<file path="src/rtl/datapath_sequencer.sv">
`default_nettype none
// +--------------------------------------------------------------------------+
// | datapath_sequencer                                                       |
// | Decodes one 16-bit instruction per handshake into register-file/ALU      |
// | control and walks it through an EXEC -> WRITE -> retire sequence.         |
// | Optional build macro: DP_SEQ_ILLEGAL_TRAP_EN (sticky reserved-op trap).   |
// | Revision: 1.0                                                             |
// +--------------------------------------------------------------------------+
module datapath_sequencer #(
    parameter int         DATA_W     = 8,
    parameter int         REG_AW     = 4,
    parameter int         OP_W       = 4,
    parameter logic [3:0] LDI_OPCODE = 4'hF,
    parameter int         NUM_ALU_OP = 10
) (
    input  logic              clk,
    input  logic              rst_n,
    input  logic [15:0]       instr,
    input  logic              instr_valid,
    output logic              instr_ready,
    output logic              instr_done,
    output logic              illegal,
    output logic              write_en,
    output logic              mux_sel,
    output logic [DATA_W-1:0] input_data,
    output logic [REG_AW-1:0] dst_sel,
    output logic [REG_AW-1:0] a_sel,
    output logic [REG_AW-1:0] b_sel,
    output logic [OP_W-1:0]   op_sel
);

    typedef enum logic [1:0] {
        S_IDLE  = 2'd0,
        S_EXEC  = 2'd1,
        S_WRITE = 2'd2
    } state_t;

    state_t     r_state;
    logic       r_wr_ok;
    logic [3:0] w_op;
    logic       w_is_ldi;
    logic       w_is_alu;

    assign w_op     = instr[15:12];
    assign w_is_ldi = (w_op == LDI_OPCODE);
    assign w_is_alu = ({28'd0, w_op} < NUM_ALU_OP);

    // Registered outputs; async reset clears write_en at once, aborting any write.
    always_ff @(posedge clk or negedge rst_n) begin
        if (!rst_n) begin
            r_state     <= S_IDLE;
            r_wr_ok     <= 1'b0;
            instr_ready <= 1'b1;
            instr_done  <= 1'b0;
            write_en    <= 1'b0;
            mux_sel     <= 1'b0;
            input_data  <= '0;
            dst_sel     <= '0;
            a_sel       <= '0;
            b_sel       <= '0;
            op_sel      <= '0;
        end else begin
            instr_done <= 1'b0;
            case (r_state)
                S_IDLE: begin
                    if (instr_valid && instr_ready) begin
                        r_state     <= S_EXEC;
                        instr_ready <= 1'b0;
                        r_wr_ok     <= w_is_ldi | w_is_alu;
                        dst_sel     <= REG_AW'(instr[11:8]);
                        input_data  <= DATA_W'(instr[7:0]);
                        if (w_is_ldi) begin
                            mux_sel <= 1'b1;
                            a_sel   <= '0;
                            b_sel   <= '0;
                            op_sel  <= '0;
                        end else begin
                            mux_sel <= 1'b0;
                            a_sel   <= REG_AW'(instr[7:4]);
                            b_sel   <= REG_AW'(instr[3:0]);
                            op_sel  <= OP_W'(w_op);
                        end
                    end
                end
                S_EXEC: begin
                    r_state  <= S_WRITE;
                    write_en <= r_wr_ok;
                end
                S_WRITE: begin
                    r_state     <= S_IDLE;
                    write_en    <= 1'b0;
                    // A trapped instruction never retires and leaves the port closed.
                    instr_ready <= ~illegal;
                    instr_done  <= ~illegal;
                end
                default: begin
                    r_state  <= S_IDLE;
                    write_en <= 1'b0;
                end
            endcase
        end
    end

`ifdef DP_SEQ_ILLEGAL_TRAP_EN
    logic r_illegal;

    always_ff @(posedge clk or negedge rst_n) begin
        if (!rst_n) begin
            r_illegal <= 1'b0;
        end else if (r_state == S_EXEC && !r_wr_ok) begin
            r_illegal <= 1'b1;
        end
    end

    assign illegal = r_illegal;
`else
    assign illegal = 1'b0;
`endif

endmodule
`default_nettype wire

</file>
<file path="config.mk">
export PLATFORM = sky130hd
export DESIGN_NAME = datapath_sequencer
export DESIGN_NICKNAME = d
export VERILOG_FILES = /design/src/rtl/datapath_sequencer.sv
export SDC_FILE = /design/constraint.sdc
export NUM_CORES = 1
export LEC_CHECK = 0
export ABC_AREA = 1
export BUFFER_PORTS_ARGS = -buffer_cell sky130_fd_sc_hd__buf_4
export CAP_MARGIN = 30
export CORE_MARGIN = 5
export CORE_UTILIZATION = 50
export DETAILED_ROUTE_END_ITERATION = 8
export PLACE_DENSITY_LB_ADDON = 0.2
export SLEW_MARGIN = 10
export SYNTH_ARGS = -nofsm -noshare
export SYNTH_HDL_FRONTEND = slang
export SYNTH_SLANG_ARGS = --single-unit
</file>
<file path="constraint.sdc">
create_clock -name clk -period 3.7 [get_ports clk]
set_input_delay 0.185 -clock clk [delete_from_list [all_inputs] [get_ports clk]]
set_output_delay 0.185 -clock clk [all_outputs]
set_load 0.02 [all_outputs]
</file>
==> reports/metrics.csv, run 1 <==
stage;metric;value;unit
placed_design;place_inst;201;
worst_setup_path;cpMaxStageDelayCell;dfstp_2;
power_and_ir_drop;power_density;919.4;nW/um^2
layout;nets;198;
logic_synthesis;synth-seq-cells;31;
worst_setup_path;crit_family;flip-flops;
floorplan;die_h;59.83;microns
hold_path;hold_depth;3;
floorplan;core_area;2432;sq um
logic_synthesis;synth_area;1241;sq um
worst_setup_path;worst-setup-path-type;register to register;
logic_synthesis;ys.warnings.count;0;
clock_tree;ctsHoldBuffers;1;
logic_synthesis;synth_most_common_cell;nand2_1;
floorplan;die_width;59.83;microns
timing;post-route-period-util;40.35;%
worst_setup_path;r2r_setup_slack;2210;ps
clock_tree;clockBufferDepth;2;
worst_setup_path;cp-start-kind;register;
status;status;completed;
routing;routed_wl;2601;microns
global_routing;antenna_found_initial;0;
global_routing;grt_max_degree;32;
global_routing;grtUsageTotal;16.64;%
routing;post_drt_via_cell_ratio;4.781;
worst_setup_path;cp.arrival;1690;ps
logic_synthesis;seq_area_frac_synth;62.60;%
clock_tree;insertion_delay;330;ps
logic_synthesis;syn_area_per_cell;9.475;sq um
job;maxCapViolations;0;
logic_synthesis;synth.top_cell.area_share;60.48;%
worst_setup_path;r2r_cells;5;
clock_tree;clkTransAtPathRegs;100;ps
layout;drive_gt1_share;33.89;%
routing;drtIter0Drc;37;
worst_setup_path;crit_path_end_kind;register;
layout;finalNonFillerCells;210;
floorplan;start_util;51.03;%
timing;slew_violations;0;
layout;fillers;203;
logic_synthesis;synth_top_area_cell;dfrtp_1;
logic_synthesis;synth-main-ff-cell;dfrtp_1;
hold_path;hold_class;input port to register;
timing;setup-tns-final;0;ps
routing;vias;1004;
timing;hold_viol_final;0;
clock_tree;htreeDepth;2;
worst_setup_path;crit_path_cell_trace;nand2_2 -> nor2_8 -> inv_4 -> nand2_1 -> o21ai_0;
routing;ant_nets;0;
logic_synthesis;synth_nets;150;
routing;dr.pass1.iters;4;
clock_tree;post_cts_buffers;0;
layout;syn_to_final_growth;33.97;%
logic_synthesis;syn_inst;131;
worst_setup_path;critPathBufInv;1;
logic_synthesis;synth_cell_types;17;
worst_setup_path;required;3900;ps
logic_synthesis;async_flop_share;100.0;%
hold_path;min_to;dst_sel[0]$_DFFE_PN0P_;
floorplan;rows;18;
global_routing;grt_overflow;0;
clock_tree;cts_resized;0;
logic_synthesis;yosys-top-cells-area;dfrtp_1 60%, nand2_1 21%, nand3_1 5.2%, buf_6 3.6%, dfstp_2 2.1%;
worst_setup_path;crit_path_max_fanout;28;
logic_synthesis;synth_edf_count;0;
worst_setup_path;reg2reg_from;instr_ready$_DFFE_PN1P_;
placed_design;port_buffers;46;
timing;period_minus_slack;1493;ps
global_routing;grt_pass1_vias;934;
timing;max_freq;669.9;MHz
placed_design;place_congestion;0.7433;
hold_path;min-delay-start;instr[8];
worst_setup_path;r2r_end;mux_sel$_DFFE_PN0P_;
power_and_ir_drop;ir_drop;0.5730;mV
power_and_ir_drop;p_leak;0.9361;nW
placed_design;hpwlAfterDp;1784;microns
timing;tightest_slew;571.0;ps
timing;setup_viol;0;
clock_tree;cts.sinks;31;
layout;n_antenna_cell;0;
routing;drc;0;
clock_tree;cts_tree;built;
global_routing;grt_pass1_wl;4395;microns
logic_synthesis;ys_top_cells_by_count;68 x nand2_1, 30 x dfrtp_1, 13 x nand3_1;
clock_tree;numCtsBuffers;5;
timing;rsz0062_at_grt;false;
clock_tree;root_buffer;clkbuf_4;
timing;worst_clock_skew;6.081;ps
routing;wire_per_inst;12.39;microns
timing;slew_headroom;61.82;%
floorplan;io-pin-count;48;
floorplan;die_area;3579;sq um
worst_setup_path;cp_slowest_stage_delay;560;ps
## state kept, by name (all words and copies together) (netlist names), 2 cells and up
| signal | cells |
|---|---|
| a_sel | 4 |
| b_sel | 4 |
| dst_sel | 4 |
| input_data | 8 |
| op_sel | 4 |
| r_state | 2 |
## through the flow
stage	cell area (sq um)	hold slack (ps)	power (mW)	util, %	setup WS (ps)
6_report	1663	46.30	1.529	68.36	2207
5_1_grt	1663	47.33	1.640	68.36	2100
4_1_cts	1663	40.69	1.543	68.36	2211
3_5_place_dp	1567	137.2	1.263	64.40	2229
3_3_place_gp	1567	131.7	1.249	64.40	2269
2_1_floorplan	1241	-110.6	0.9974	-	2416
## power breakdown
part	total, mW	internal, mW	switching (mW)
Sequential	0.579	0.494	0.0852
Combinational	0.673	0.270	0.403
Clock	0.277	0.160	0.117
## cell type report
type | instances | area (sq um) | share of cell area [%]
inverters | 3 | 13.76 | 0.8277
well taps | 30 | 37.54 | 2.257
flip-flops and latches | 31 | 777.0 | 46.73
repair buffers | 47 | 355.3 | 21.37
multi-input cells | 91 | 392.9 | 23.63
clock inverters | 2 | 35.03 | 2.107
clock buffers | 6 | 51.30 | 3.085
## worst min-delay path: stages
cell and delay [ps]:
buf_4 80, nand2_1 40, nand2_1 50
## layout by cell type, fill, tap and decap left out
master / n
nand3_1: 13
clkinv_2: 1
dlygate4sd3_1: 1
nand2_4: 1
nand4_1: 1
inv_2: 2
bufinv_16: 1
o21a_1: 1
dfrtp_1: 30
clkbuf_4: 5
nand2_1: 68
nand2_2: 1
conb_1: 1
buf_4: 46
clkbuf_8: 1
inv_4: 1
nor2_8: 1
dfstp_2: 1
o21ai_0: 2
nor2_1: 2
## how the worst max path moves through the flow
stage,start,to,slack [ps],cells after the start
detailed placement,instr_ready$_DFFE_PN1P_,mux_sel$_DFFE_PN0P_,2230,5
CTS,instr_ready$_DFFE_PN1P_,mux_sel$_DFFE_PN0P_,2210,5
global route,instr_ready$_DFFE_PN1P_,mux_sel$_DFFE_PN0P_,2100,5
finish,instr_ready$_DFFE_PN1P_,mux_sel$_DFFE_PN0P_,2210,5
global placement,instr_ready$_DFFE_PN1P_,mux_sel$_DFFE_PN0P_,2270,5
floorplan,instr_ready$_DFFE_PN1P_,a_sel[0]$_DFFE_PN0P_,2420,6
## logic make-up (layout without fill, tap and decap cells)
kind of cell / count (synthesis) / in the layout / share of synthesized area (%)
other cells: 1 / 1 / 0.3021
simple gates: 87 / 87 / 29.94
flops: 31 / 31 / 62.60
compound gates: 3 / 3 / 1.412
buf+inv: 9 / 58 / 5.746
## metal layers
layer	vias up	routed length, microns	global-route usage (%)
li1	502	-	-
met1	453	1194	22.39
met2	44	1116	24.85
met3	5	256	6.695
met4	0	34	4.747
met5	-	0	0
(Power assumes the default switching activity.)
==> inputs of run 2 (changes only) <==
- ABC_AREA: 1 -> 0
- CORE_UTILIZATION: 50 -> 46
- clock period: 3.7 -> 1.55 ns (I/O delays scaled with it)
==> run 2 against run 1 <==
  * Non-clock buffer count up 18
  * Flip-flop and latch count unchanged
  * Highest routed layer unchanged
  * Combinational power decreased by 86%
  * Register-to-register slack worse by 1900 ps
  * First-iteration DRC count decreased by 59%
  * Hold slack better by 9.9 ps
  * Clock power grew 85%
  * Clock skew down 1.5 ps
  * Critical path type unchanged
  * Area after synthesis is 4.1% lower
  * Clock-buffer cell count is 2 higher
  * Setup slack worse by 1900 ps
==> reports/metrics.csv, run 2 <==
stage;metric;value;unit;change
floorplan;start_util;48.03;%;-3.0 points
timing;setup_viol;0;;unchanged
floorplan;die_h;60.86;microns;+1.7%
worst_setup_path;worst-setup-path-type;register to register;;
floorplan;core_area;2477;sq um;+1.9%
worst_setup_path;crit_family;flip-flops;;
logic_synthesis;synthXorXnorAreaFrac;0;%;unchanged
routing;dr_wl_met2;1411;microns;+26%
clock_tree;cts.sinks;31;;unchanged
layout;nets;186;;-6.1%
layout;ff_latch_area;777.0;sq um;unchanged
layout;n_antenna_cell;0;;unchanged
routing;routed_wl;2768;microns;+6.4%
timing;hold_viol_final;0;;unchanged
routing;post_drt_via_cell_ratio;4.843;;+1.3%
global_routing;grt_pass1_wl;4512;microns;+2.7%
layout;top_register;input_data;;
clock_tree;insertion_delay;310;ps;-20 ps
layout;fin_util;71.57;%;+3.2 points
worst_setup_path;crit_path_cell_trace;nand4bb_4 -> buf_4 -> a22o_1;;
clock_tree;clockBufferDepth;2;;unchanged
power_and_ir_drop;ir_drop;0.7435;mV;+30%
layout;multi_input_area;357.8;sq um;-8.9%
floorplan;die_width;60.86;microns;+1.7%
logic_synthesis;synth_area;1190;sq um;-4.1%
layout;final_cell_mix;49 x buf_4, 39 x nand2_1, 30 x dfrtp_1;;
logic_synthesis;synth_nets;120;;-20%
logic_synthesis;synth.top_cell.area_share;63.09;%;+2.6 points
timing;post-route-period-util;81.69;%;+41 points
logic_synthesis;synth-simple-area-share;17.46;%;-12 points
routing;wire_per_inst;13.98;microns;+13%
logic_synthesis;syn_inst;101;;-23%
worst_setup_path;crit_path_end_kind;register;;
clock_tree;cts_resized;0;;unchanged
routing;drc;0;;unchanged
routing;highest_layer;met4;;
logic_synthesis;synth_edf_count;0;;unchanged
placed_design;placed_cell_area;1544;sq um;-1.4%
worst_setup_path;crit_path_max_fanout;15;;-46%
logic_synthesis;synth_most_common_cell;nand2_1;;
timing;worst_clock_skew;4.546;ps;-1.535 ps
layout;fin_area;1773;sq um;+6.6%
placed_design;hpwlAfterDp;1917;microns;+7.4%
worst_setup_path;cp_slowest_stage_delay;570;ps;about the same
floorplan;die_area;3704;sq um;+3.5%
worst_setup_path;cpMaxStageDelayCell;dfstp_2;;
routing;vias;959;;-4.5%
clock_tree;cts_tree;built;;
status;status;completed;;
job;maxCapViolations;0;;unchanged
logic_synthesis;yosys.area_share.adder;0;%;unchanged
power_and_ir_drop;p_leak;0.9885;nW;+5.6%
worst_setup_path;cp.arrival;1470;ps;-220 ps
global_routing;grt_max_degree;32;;unchanged
clock_tree;numCtsBuffers;5;;unchanged
global_routing;grt_overflow;0;;unchanged
placed_design;place_congestion;0.7270;;-2.2%
logic_synthesis;synthMuxAreaShare;0.8412;%;+0.84 points
floorplan;io-pin-count;48;;unchanged
timing;setup-tns-final;0;ps;unchanged
global_routing;grt_pass1_vias;968;;+3.6%
logic_synthesis;yosys-top-cells-area;dfrtp_1 63%, nand2_1 12%, a22o_1 7.4%, buf_6 2.8%, nand4bb_4 2.3%;;
layout;syn_to_final_growth;49.00;%;
logic_synthesis;synth-seq-cells;31;;unchanged
clock_tree;clkTransAtPathRegs;90;ps;about the same
power_and_ir_drop;power_density;797.8;nW/um^2;-13%
routing;dr_wl_met3;190;microns;-26%
logic_synthesis;async_flop_share;100.0;%;unchanged
timing;holdWs;56.25;ps;+9.943 ps
logic_synthesis;ys_top_cells_by_count;39 x nand2_1, 30 x dfrtp_1, 10 x a22o_1;;
clock_tree;htreeDepth;2;;unchanged
worst_setup_path;required;1750;ps;-2150 ps
logic_synthesis;synth_top_family_by_area;simple AND/OR/NAND/NOR gates;;
logic_synthesis;syn_area_per_cell;11.78;sq um;+24%
hold_path;hold_class;input port to register;;
layout;layout_commonest_cell;buf_4;;
logic_synthesis;ys.warnings.count;0;;unchanged
logic_synthesis;synth_compound_area_share;11.46;%;+10 points
routing;dr.pass1.iters;4;;unchanged
layout;fillers;189;;-6.9%
routing;ant_nets;0;;unchanged
routing;drtIter0Drc;15;;-59%
timing;rsz0062_at_grt;false;;
worst_setup_path;cp-start-kind;register;;
logic_synthesis;synth_cell_types;19;;+2
logic_synthesis;seq_area_frac_synth;65.30;%;+2.7 points
layout;finalNonFillerCells;198;;-5.7%
layout;largest_reg_flops;8;;unchanged
floorplan;rows;18;;unchanged
routing;wl_met1;1138;microns;-4.7%
worst_setup_path;critPathBufInv;1;;unchanged
clock_tree;root_buffer;clkbuf_4;;
layout;drive_gt1_share;36.31;%;+2.4 points
logic_synthesis;synth-main-ff-cell;dfrtp_1;;
placed_design;place_inst;174;;-13%
global_routing;antenna_found_initial;0;;unchanged
timing;slew_violations;0;;unchanged
timing;period_minus_slack;1266;ps;-226.6 ps
global_routing;grtUsageTotal;17.10;%;+0.46 points
placed_design;port_buffers;46;;unchanged
timing;max_freq;789.7;MHz;+18%
logic_synthesis;synth_top_area_cell;dfrtp_1;;
## run 2: routing by layer
metal	track usage, %	vias up
li1	-	467
met1	21.12	456
met2	27.18	34
met3	5.106	2
met4	8.669	0
met5	0	-
## run 2: path summary, 6_finish.rpt
kind | from | endpoint | slack, ps | cells past startpoint
worst max-delay path | instr_ready$_DFFE_PN1P_ | b_sel[3]$_DFFE_PN0P_ | 280 | 3
worst min-delay path | instr[15] | op_sel[3]$_DFFE_PN0P_ | 60 | 3
worst max register to register | instr_ready$_DFFE_PN1P_ | b_sel[3]$_DFFE_PN0P_ | 280 | 3
worst min register to register | r_state[1]$_DFFE_PN0P_ | write_en$_DFFE_PN0P_ | 480 | 1
max in group asynchronous | rst_n | instr_ready$_DFFE_PN1P_ | 1010 | 2
min in group asynchronous | rst_n | mux_sel$_DFFE_PN0P_ | 220 | 2
## run 2: where the power goes
group / switching [mW] / internal (mW)
logic: 0.0372 / 0.0559
registers: 0 / 0.808
clock network: 0.246 / 0.267
## run 2: area by class of cell
type,count,area share (%)
clock buffer,8,3.881
inverter,1,0.2117
multi-input combinational,63,20.18
sequential,31,43.82
tap,30,2.117
timing repair buffer,65,29.78
## run 2: cells by family (layout without fill, tap and decap cells)
family | Yosys count | in the layout
AO/OA/AOI/OAI | 16 | 16
buffers and inverters | 7 | 74
flip-flops | 31 | 31
multiplexers | 1 | 1
other | 1 | 1
AND/OR/NAND/NOR | 45 | 45
## run 2: tightest hold or removal path: cells and delay by family
kind	cells	cell delay, ps
buffers and inverters	1	110
and+or+nand+nor	1	70
AOI/OAI and AO/OA	1	70
## run 2: stage by stage
step                total power [mW]  setup WS, ps
finish                         1.414         283.8
global placement              0.8846         325.8
floorplan                     0.8303         197.6
CTS                            1.437         282.4
global route                   1.496         232.0
detailed placement            0.8854         302.2
## run 2: what timing repair did
action                    in CTS  in global routing
hold endpoints to repair      54                  0
buffers inserted               0                  0
hold buffers                  16                  0
